### src/rtl/pc_ctrl.sv
// pc_ctrl: program counter controller with BOOT/RUN/HALT sequencing.
//
// Ports:
//   clk        - single clock, all state updates on the rising edge
//   rst        - synchronous active-low reset
//   pause      - stall request, holds PC in RUN
//   flush      - redirect request, loads NPC (or traps if NPC misaligned)
//   NPC        - redirect target
//   trap       - exception request, saves PC to epc and vectors to TRAP_VEC
//   mret       - trap return, loads epc into PC
//   halt       - request to enter HALT
//   resume     - request to leave HALT
//   imem_ready - instruction memory accepted the current fetch address
//   PC         - current fetch address (registered)
//   if_valid   - PC is a valid fetch request (RUN only)
//   epc        - saved exception PC (registered)
//   misalign   - one-cycle pulse after a misaligned redirect
//   state      - BOOT=0, RUN=1, HALT=2
//
// state | meaning
// ------+--------------------------------------------------------------
// BOOT  | single cycle after reset, inputs ignored, then RUN
// RUN   | fetching; trap > mret > flush > halt > hold > advance
// HALT  | PC held; trap returns to RUN, flush redirects, resume -> RUN
module pc_ctrl #(
    parameter int                 WIDTH     = 32,
    parameter int                 INC       = 4,
    parameter logic [WIDTH-1:0]   RESET_VEC = WIDTH'(32'h0000_0000),
    parameter logic [WIDTH-1:0]   TRAP_VEC  = WIDTH'(32'h0000_0100)
) (
    input  logic              clk,
    input  logic              rst,
    input  logic              pause,
    input  logic              flush,
    input  logic [WIDTH-1:0]  NPC,
    input  logic              trap,
    input  logic              mret,
    input  logic              halt,
    input  logic              resume,
    input  logic              imem_ready,
    output logic [WIDTH-1:0]  PC,
    output logic              if_valid,
    output logic [WIDTH-1:0]  epc,
    output logic              misalign,
    output logic [1:0]        state
);

    typedef enum logic [1:0] {
        BOOT = 2'd0,
        RUN  = 2'd1,
        HALT = 2'd2
    } state_e;

    // Low log2(INC) address bits; any set bit means the target is misaligned.
    localparam logic [WIDTH-1:0] ALIGN_MASK = WIDTH'(INC - 1);
    localparam logic [WIDTH-1:0] INC_W      = WIDTH'(INC);

    state_e            state_q, state_d;
    logic [WIDTH-1:0]  pc_q, pc_d;
    logic [WIDTH-1:0]  epc_q, epc_d;
    logic              misalign_q, misalign_d;
    logic              npc_bad;

    assign npc_bad = (NPC & ALIGN_MASK) != '0;

    always_comb begin
        state_d    = state_q;
        pc_d       = pc_q;
        epc_d      = epc_q;
        misalign_d = 1'b0;
        case (state_q)
            BOOT: begin
                state_d = RUN;
            end
            RUN: begin
                if (trap) begin
                    epc_d = pc_q;
                    pc_d  = TRAP_VEC;
                end else if (mret) begin
                    pc_d = epc_q;
                end else if (flush) begin
                    if (npc_bad) begin
                        epc_d      = NPC;
                        pc_d       = TRAP_VEC;
                        misalign_d = 1'b1;
                    end else begin
                        pc_d = NPC;
                    end
                end else if (halt) begin
                    state_d = HALT;
                end else if (!pause && imem_ready) begin
                    pc_d = pc_q + INC_W;
                end
            end
            HALT: begin
                if (trap) begin
                    epc_d   = pc_q;
                    pc_d    = TRAP_VEC;
                    state_d = RUN;
                end else if (flush) begin
                    // Redirect while halted; the block stays halted.
                    if (npc_bad) begin
                        epc_d      = NPC;
                        pc_d       = TRAP_VEC;
                        misalign_d = 1'b1;
                    end else begin
                        pc_d = NPC;
                    end
                end else if (resume) begin
                    state_d = RUN;
                end
            end
            default: begin
                state_d = BOOT;
            end
        endcase
    end

    always_ff @(posedge clk) begin
        if (!rst) begin
            state_q    <= BOOT;
            pc_q       <= RESET_VEC;
            epc_q      <= '0;
            misalign_q <= 1'b0;
        end else begin
            state_q    <= state_d;
            pc_q       <= pc_d;
            epc_q      <= epc_d;
            misalign_q <= misalign_d;
        end
    end

    assign PC       = pc_q;
    assign epc      = epc_q;
    assign misalign = misalign_q;
    assign state    = state_q;
    assign if_valid = (state_q == RUN);

endmodule

### config.mk
export PLATFORM = sky130hd
export DESIGN_NAME = pc_ctrl
export DESIGN_NICKNAME = d
export VERILOG_FILES = /design/src/rtl/pc_ctrl.sv
export SDC_FILE = /design/constraint.sdc
export NUM_CORES = 1
export LEC_CHECK = 0
export BUFFER_PORTS_ARGS = -buffer_cell sky130_fd_sc_hd__buf_4
export CORE_ASPECT_RATIO = 1.5
export CORE_MARGIN = 5
export CORE_UTILIZATION = 55
export CTS_BUF_LIST = sky130_fd_sc_hd__clkbuf_2
export CTS_CLUSTER_DIAMETER = 150
export CTS_CLUSTER_SIZE = 24
export DETAILED_ROUTE_END_ITERATION = 10
export PLACE_DENSITY = 0.79
export SLEW_MARGIN = 20
export SYNTH_ARGS = -nofsm -noshare
export SYNTH_HDL_FRONTEND = slang
export SYNTH_SLANG_ARGS = --single-unit
### constraint.sdc
create_clock -name clk -period 3.6 [get_ports clk]
set_clock_uncertainty 0.1 [all_clocks]
set_input_delay 0.36 -clock clk [delete_from_list [all_inputs] [get_ports clk]]
set_output_delay 0.36 -clock clk [all_outputs]
set_load 0.005 [all_outputs]
After elaboration in Yosys (flattened, before gate mapping). Index checks and enable logic that the tools add are counted.

Word-level logic and storage cells: 54. Input bits: 41. Bits in latches: 0. Flip-flop bits (word level): 67. Memories: 0. Bits in read-only memories: 0. Bits in writable memories: 0.

Divide/modulo/power cells: 0. Order comparisons: 0. Multiplexer cells: 29. Multiply operators: 0. Bitwise logic cells: 0. Add/sub/neg operators: 1. Shifts and indexed selects: 0. Eq/ne operators: 12. Reduce and logical (&&, ||, !) cells: 8.

Operator list (number): $mux 32 (13); $pmux 32 s2 (2); $add 32x3->32 const B (1); $reduce_bool 32->1 (1); $mux 2 (7); $ne 3x3->1 const B (4); $ne 2x2->1 const B (4); $pmux 2 s3 (1); $reduce_and 6->1 (1); $mux 1 (5); $ne 5x4->1 const B (1); $ne 5x5->1 const B (1); $reduce_and 4->1 (1); $eq 2x1->1 const B (1); $eq 2x2->1 const B (1); $logic_not 2->1 (1); $pmux 1 s2 (1); $reduce_and 2->1 (1); $reduce_bool 2->1 (1); $logic_and 1x1->1 (1); $logic_not 1->1 (1).

Longest topological paths before layout.
Depth after elaboration: 8. Mapped depth: 9.

Least setup slack after synthesis. No wires, ideal clock.

Path type: register to register. From: register state_q[0] (netlist: state[0]). To: register pc_q[31] (netlist: PC[31]). Library setup time: 0.119 ns. Data required time: 3.381 ns. Cell stages (with the launch flop): 9. Arrival: 2.064 ns. Path buffers: 1. Setup slack: 1.317 ns. Cells stage by stage: dfxtp_1 inv_1 ha_1 nor4b_1 a2111oi_4 nor2_1 clkbuf_1 nand3_1 o221a_1.

Word-level cells in the longest chain between the ends: 3. Elaborated cells on any way between the ends: 8. Classes of those cells: eq/ne: 5; mux: 1; reduce/logical: 2.

Ends and longest elaborated chain: from (decl) (RTL line 58) `state_e state_q, state_d;`; from (signal assigned) (RTL line 126) `state_q <= state_d;`; $eq 2x1->1 or $eq 2x2->1 (tied branches) (RTL line 71) `case (state_q)`; $ne 5x4->1 (no line) (tied with other cells); $reduce_and 4->1 (no line); to (signal assigned) (RTL line 127) `pc_q <= pc_d;`; to (decl) (RTL line 59) `logic [WIDTH-1:0] pc_q, pc_d;`.

Several ways; a longest one is shown, not always the timed one. A chain may end at the register's enable or synchronous reset.

Final worst setup path. Same ends and word-level chain as after synthesis.

==> results by group <==
Global routing
  • Wire length of the first global-routing pass: 23700 µm
  • Initial antenna violation count: 1
  • Sum of overflow across all layers after global routing: 0
  • Largest net degree at the start of global routing: 49
  • Number of global-route vias before repair: 4751
  • GRT Util Overall: 31.1%

Placed design
  • Pre-CTS worst setup slack: 0.691 ns
  • Detail Placement HPWL: 10400 µm
  • Final GP Congestion: 0.943
  • Count of input and output buffers: 108
  • Placed insts: 728

Clocking
  • Number of levels in the clock H-tree: 3
  • Clk buf depth: 2
  • CTS sink count: 67
  • Clock latency on the worst-skew pair: 0.54 ns
  • Clock tree from TritonCTS: built
  • Library cell used as clock root buffer: clkbuf_2
  • Setup Buffers After CTS: 0
  • Cts bufs inserted: 9
  • Clk pin slew, worst setup/hold paths: about 0.18 ns

Die
  • Floorplan die height: roughly 120 µm
  • Area inside the core boundary: 7660 µm²
  • Row count: 39
  • Num ports: 109
  • Overall die width: 82.6 µm
  • Starting density of the core: approximately 57%
  • Die footprint: 9820 µm²

Power and ir drop
  • Clock share of power: 10.8%
  • Maximum vdd ir drop: roughly 0.00045 V
  • Comb pwr share: slightly above 50%
  • Internal Power: 1.80 mW
  • Sw Pwr: 1.43 mW
  • Leakage Power: roughly 2.3 nW
  • Power density normalized to cell area: 599 nW/µm²
  • Portion of total power attributed to sequential cells: 38.9%
  • Switching portion of total power: 44.2%

Final layout
  • Share of layout cells above drive strength 1: 23.9%
  • Final net count: 692
  • Relative area change from synthesis to final layout: 23.7%
  • Non-Filler Instances: 752
  • Number of fill cells: 680

Logic synthesis
  • Ranking of synthesized cells by instance count: 67 x dfxtp_1, 54 x o21ai_0, 51 x nor2_1
  • Post-synthesis area per instance: 7.92 µm²
  • Number of synthesized flops with an enable pin: 0
  • Post-synthesis register bit count: 67
  • Share of the yosys chip area belonging to registers: 30.9%
  • Cell taking the most area after synthesis: dfxtp_1
  • Asr flop ratio synth: 0%
  • Unique masters post-synth: 68
  • Top-count cell post-synth: dfxtp_1
  • Summed instance area of the synthesized netlist: 4350 µm²
  • Ranking of synthesized cells by area: dfxtp_1 31%, mux2i_1 7.6%, o21ai_0 6.2%, nor2_1 4.4%, a211oi_1 4.3%
  • Warnings from Yosys: 0
  • Top cell type's share of synthesized area: a little under a third
  • Post-synthesis instance total: 549
  • Main flop type after synthesis: dfxtp_1
  • Number of nets in the synthesized netlist: 595

STA
  • RSZ-0062 raised after global routing: no
  • Final-layout setup total negative slack: 0 ns
  • Worst-case setup margin in the final layout: 0.650 ns
  • F_max: 339 MHz
  • Slew Limit Fails: 0
  • Post-route minimum period: between 2 and 3 ns
  • Final setup violation count: 0
  • Hold violation total from the final report: 0
  • Part of the cycle the worst path needs: 82.0%
  • Normalized max-slew margin: 37.8%
  • Actual transition at the worst max-transition pin: 0.925 ns

Critical path
  • CP startpoint kind: flop
  • Largest fanout of any net on the critical path: 12
  • FF-to-FF path depth: 8
  • CP Class: flop to flop
  • Capture instance of the worst register-to-register path: PC[31]
  • Nature of the critical path endpoint: flop
  • Worst endpoint data arrival time: 3.31 ns
  • Required time of the critical path: 3.96 ns
  • Worst reg2reg path startpoint: state[0]
  • Worst R2R Setup Slack: between 0.6 and 0.7 ns

Routing
  • Post-route antenna net violation count: 0
  • Vias post-DR: 4936
  • First-pass iteration count of the detailed router: 5
  • Drt initial violations: 440
  • Via density per instance: 6.56
  • Routed wire length: 14900 µm
  • # DRC: 0
  • DR WL/cell: 19.9 µm

Hold path
  • Path category of the worst min-delay check: primary input to flop
  • Worst Hold Launch: NPC[28]
  • Endpoint, Worst Hold: PC[28]
  • Count of cells along the worst hold path: 3

Run status
  • Run status: complete, no violations

Flow run
  • Total of max-cap violations: 0
[power by group through the flow]
stage | sequential, mW | combinational, mW | clock, mW
final | 1.26 | 1.62 | 0.348
after global routing | 1.28 | 1.78 | 0.391
after CTS | 1.25 | 1.61 | 0.352
after detailed placement | 1.26 | 1.60 | 0
after global placement | 1.25 | 1.56 | 0
after floorplan | 1.20 | 0.901 | 0
[repair_timing]
action,CTS,global route
resized for setup,0,0
hold buffers,6,3
endpoints found under the hold margin,6,3
[routing by layer]
layer  vias up  wire, µm  track usage [%]
met5         -         0                0
met4         0       616             18.2
met3        48      1420             7.63
met2       263      7430             50.6
met1      2348      5460             36.0
li1       2277         -                -
[layout make-up]
cell class | instances | area, µm² | share of cell area, %
Multi-Input combinational cell | 427 | 2790 | 51.8
Sequential cell | 67 | 1340 | 24.9
Timing Repair Buffer | 130 | 1010 | 18.8
Inverter | 11 | 41.3 | 0.768
Tap cell | 102 | 128 | 2.37
Antenna cell | 1 | 2.50 | 0.0465
Clock buffer | 9 | 45.0 | 0.837
Clock inverter | 5 | 22.5 | 0.419
[per-stage QoR]
| stage | area (µm²) | power (mW) | utilization, % | hold WS [ns] |
|---|---|---|---|---|
| floorplan | 4350 | 2.10 | - | 0.377 |
| global placement | 5220 | 2.81 | 68.1 | 0.380 |
| detailed placement | 5220 | 2.86 | 68.1 | 0.386 |
| CTS | 5350 | 3.21 | 69.8 | 0.00260 |
| global route | 5380 | 3.46 | 70.2 | 0.00566 |
| finish | 5380 | 3.22 | 70.2 | 0.0397 |
[flip-flops by register name, summed over array words and instances (netlist names)]
signal and cells:
epc 32, state 2, misalign 1, PC 32
[worst max-delay path by stage]
| stage | startpoint | to | slack [ns] |
|---|---|---|---|
| 2_1_floorplan | state[0] | PC[31] | 1.32 |
| 3_3_place_gp | state[0] | PC[23] | 0.91 |
| 3_5_place_dp | state[0] | PC[31] | 0.69 |
| 4_1_cts | state[0] | PC[31] | 0.68 |
| 5_1_grt | state[0] | PC[28] | 0.51 |
| 6_report | state[0] | PC[31] | 0.65 |
[cell families after synthesis]
group	share of synthesized area (%)
buf+inv	5.18
compound gates	31.7
mux	7.60
xor+xnor	1.81
flops	30.9
simple gates	21.4
fa+ha+maj	1.44
[worst max-delay path, stage by stage (launching register included)]
cell and delay [ns]:
dfxtp_1 0.43, inv_1 0.09, ha_1 0.34, nor4b_1 0.64
a2111oi_4 0.18, nand2b_1 0.43, buf_4 0.30, and2_1 0.16
o221a_1 0.20
[placed cells by master, fill, tap and decap left out, types with 4 or more instances in the layout]
master,instances
o211a_1,12
or2_2,5
or4_1,4
a21o_1,4
buf_4,120
clkbuf_2,9
a22o_1,8
a211oi_1,25
a31oi_1,12
nor2_1,50
nand2_1,39
o211ai_1,7
inv_1,10
a21oi_1,37
nor4_1,7
and4_1,4
xnor2_1,4
xor2_1,5
and2_1,4
nand2b_1,5
ha_1,5
nand3_1,17
o21ai_0,54
mux2i_1,33
a221oi_1,5
nor3_1,10
nand4_1,11
dfxtp_1,67
dlygate4sd3_1,9
(Power assumes the default switching activity.)
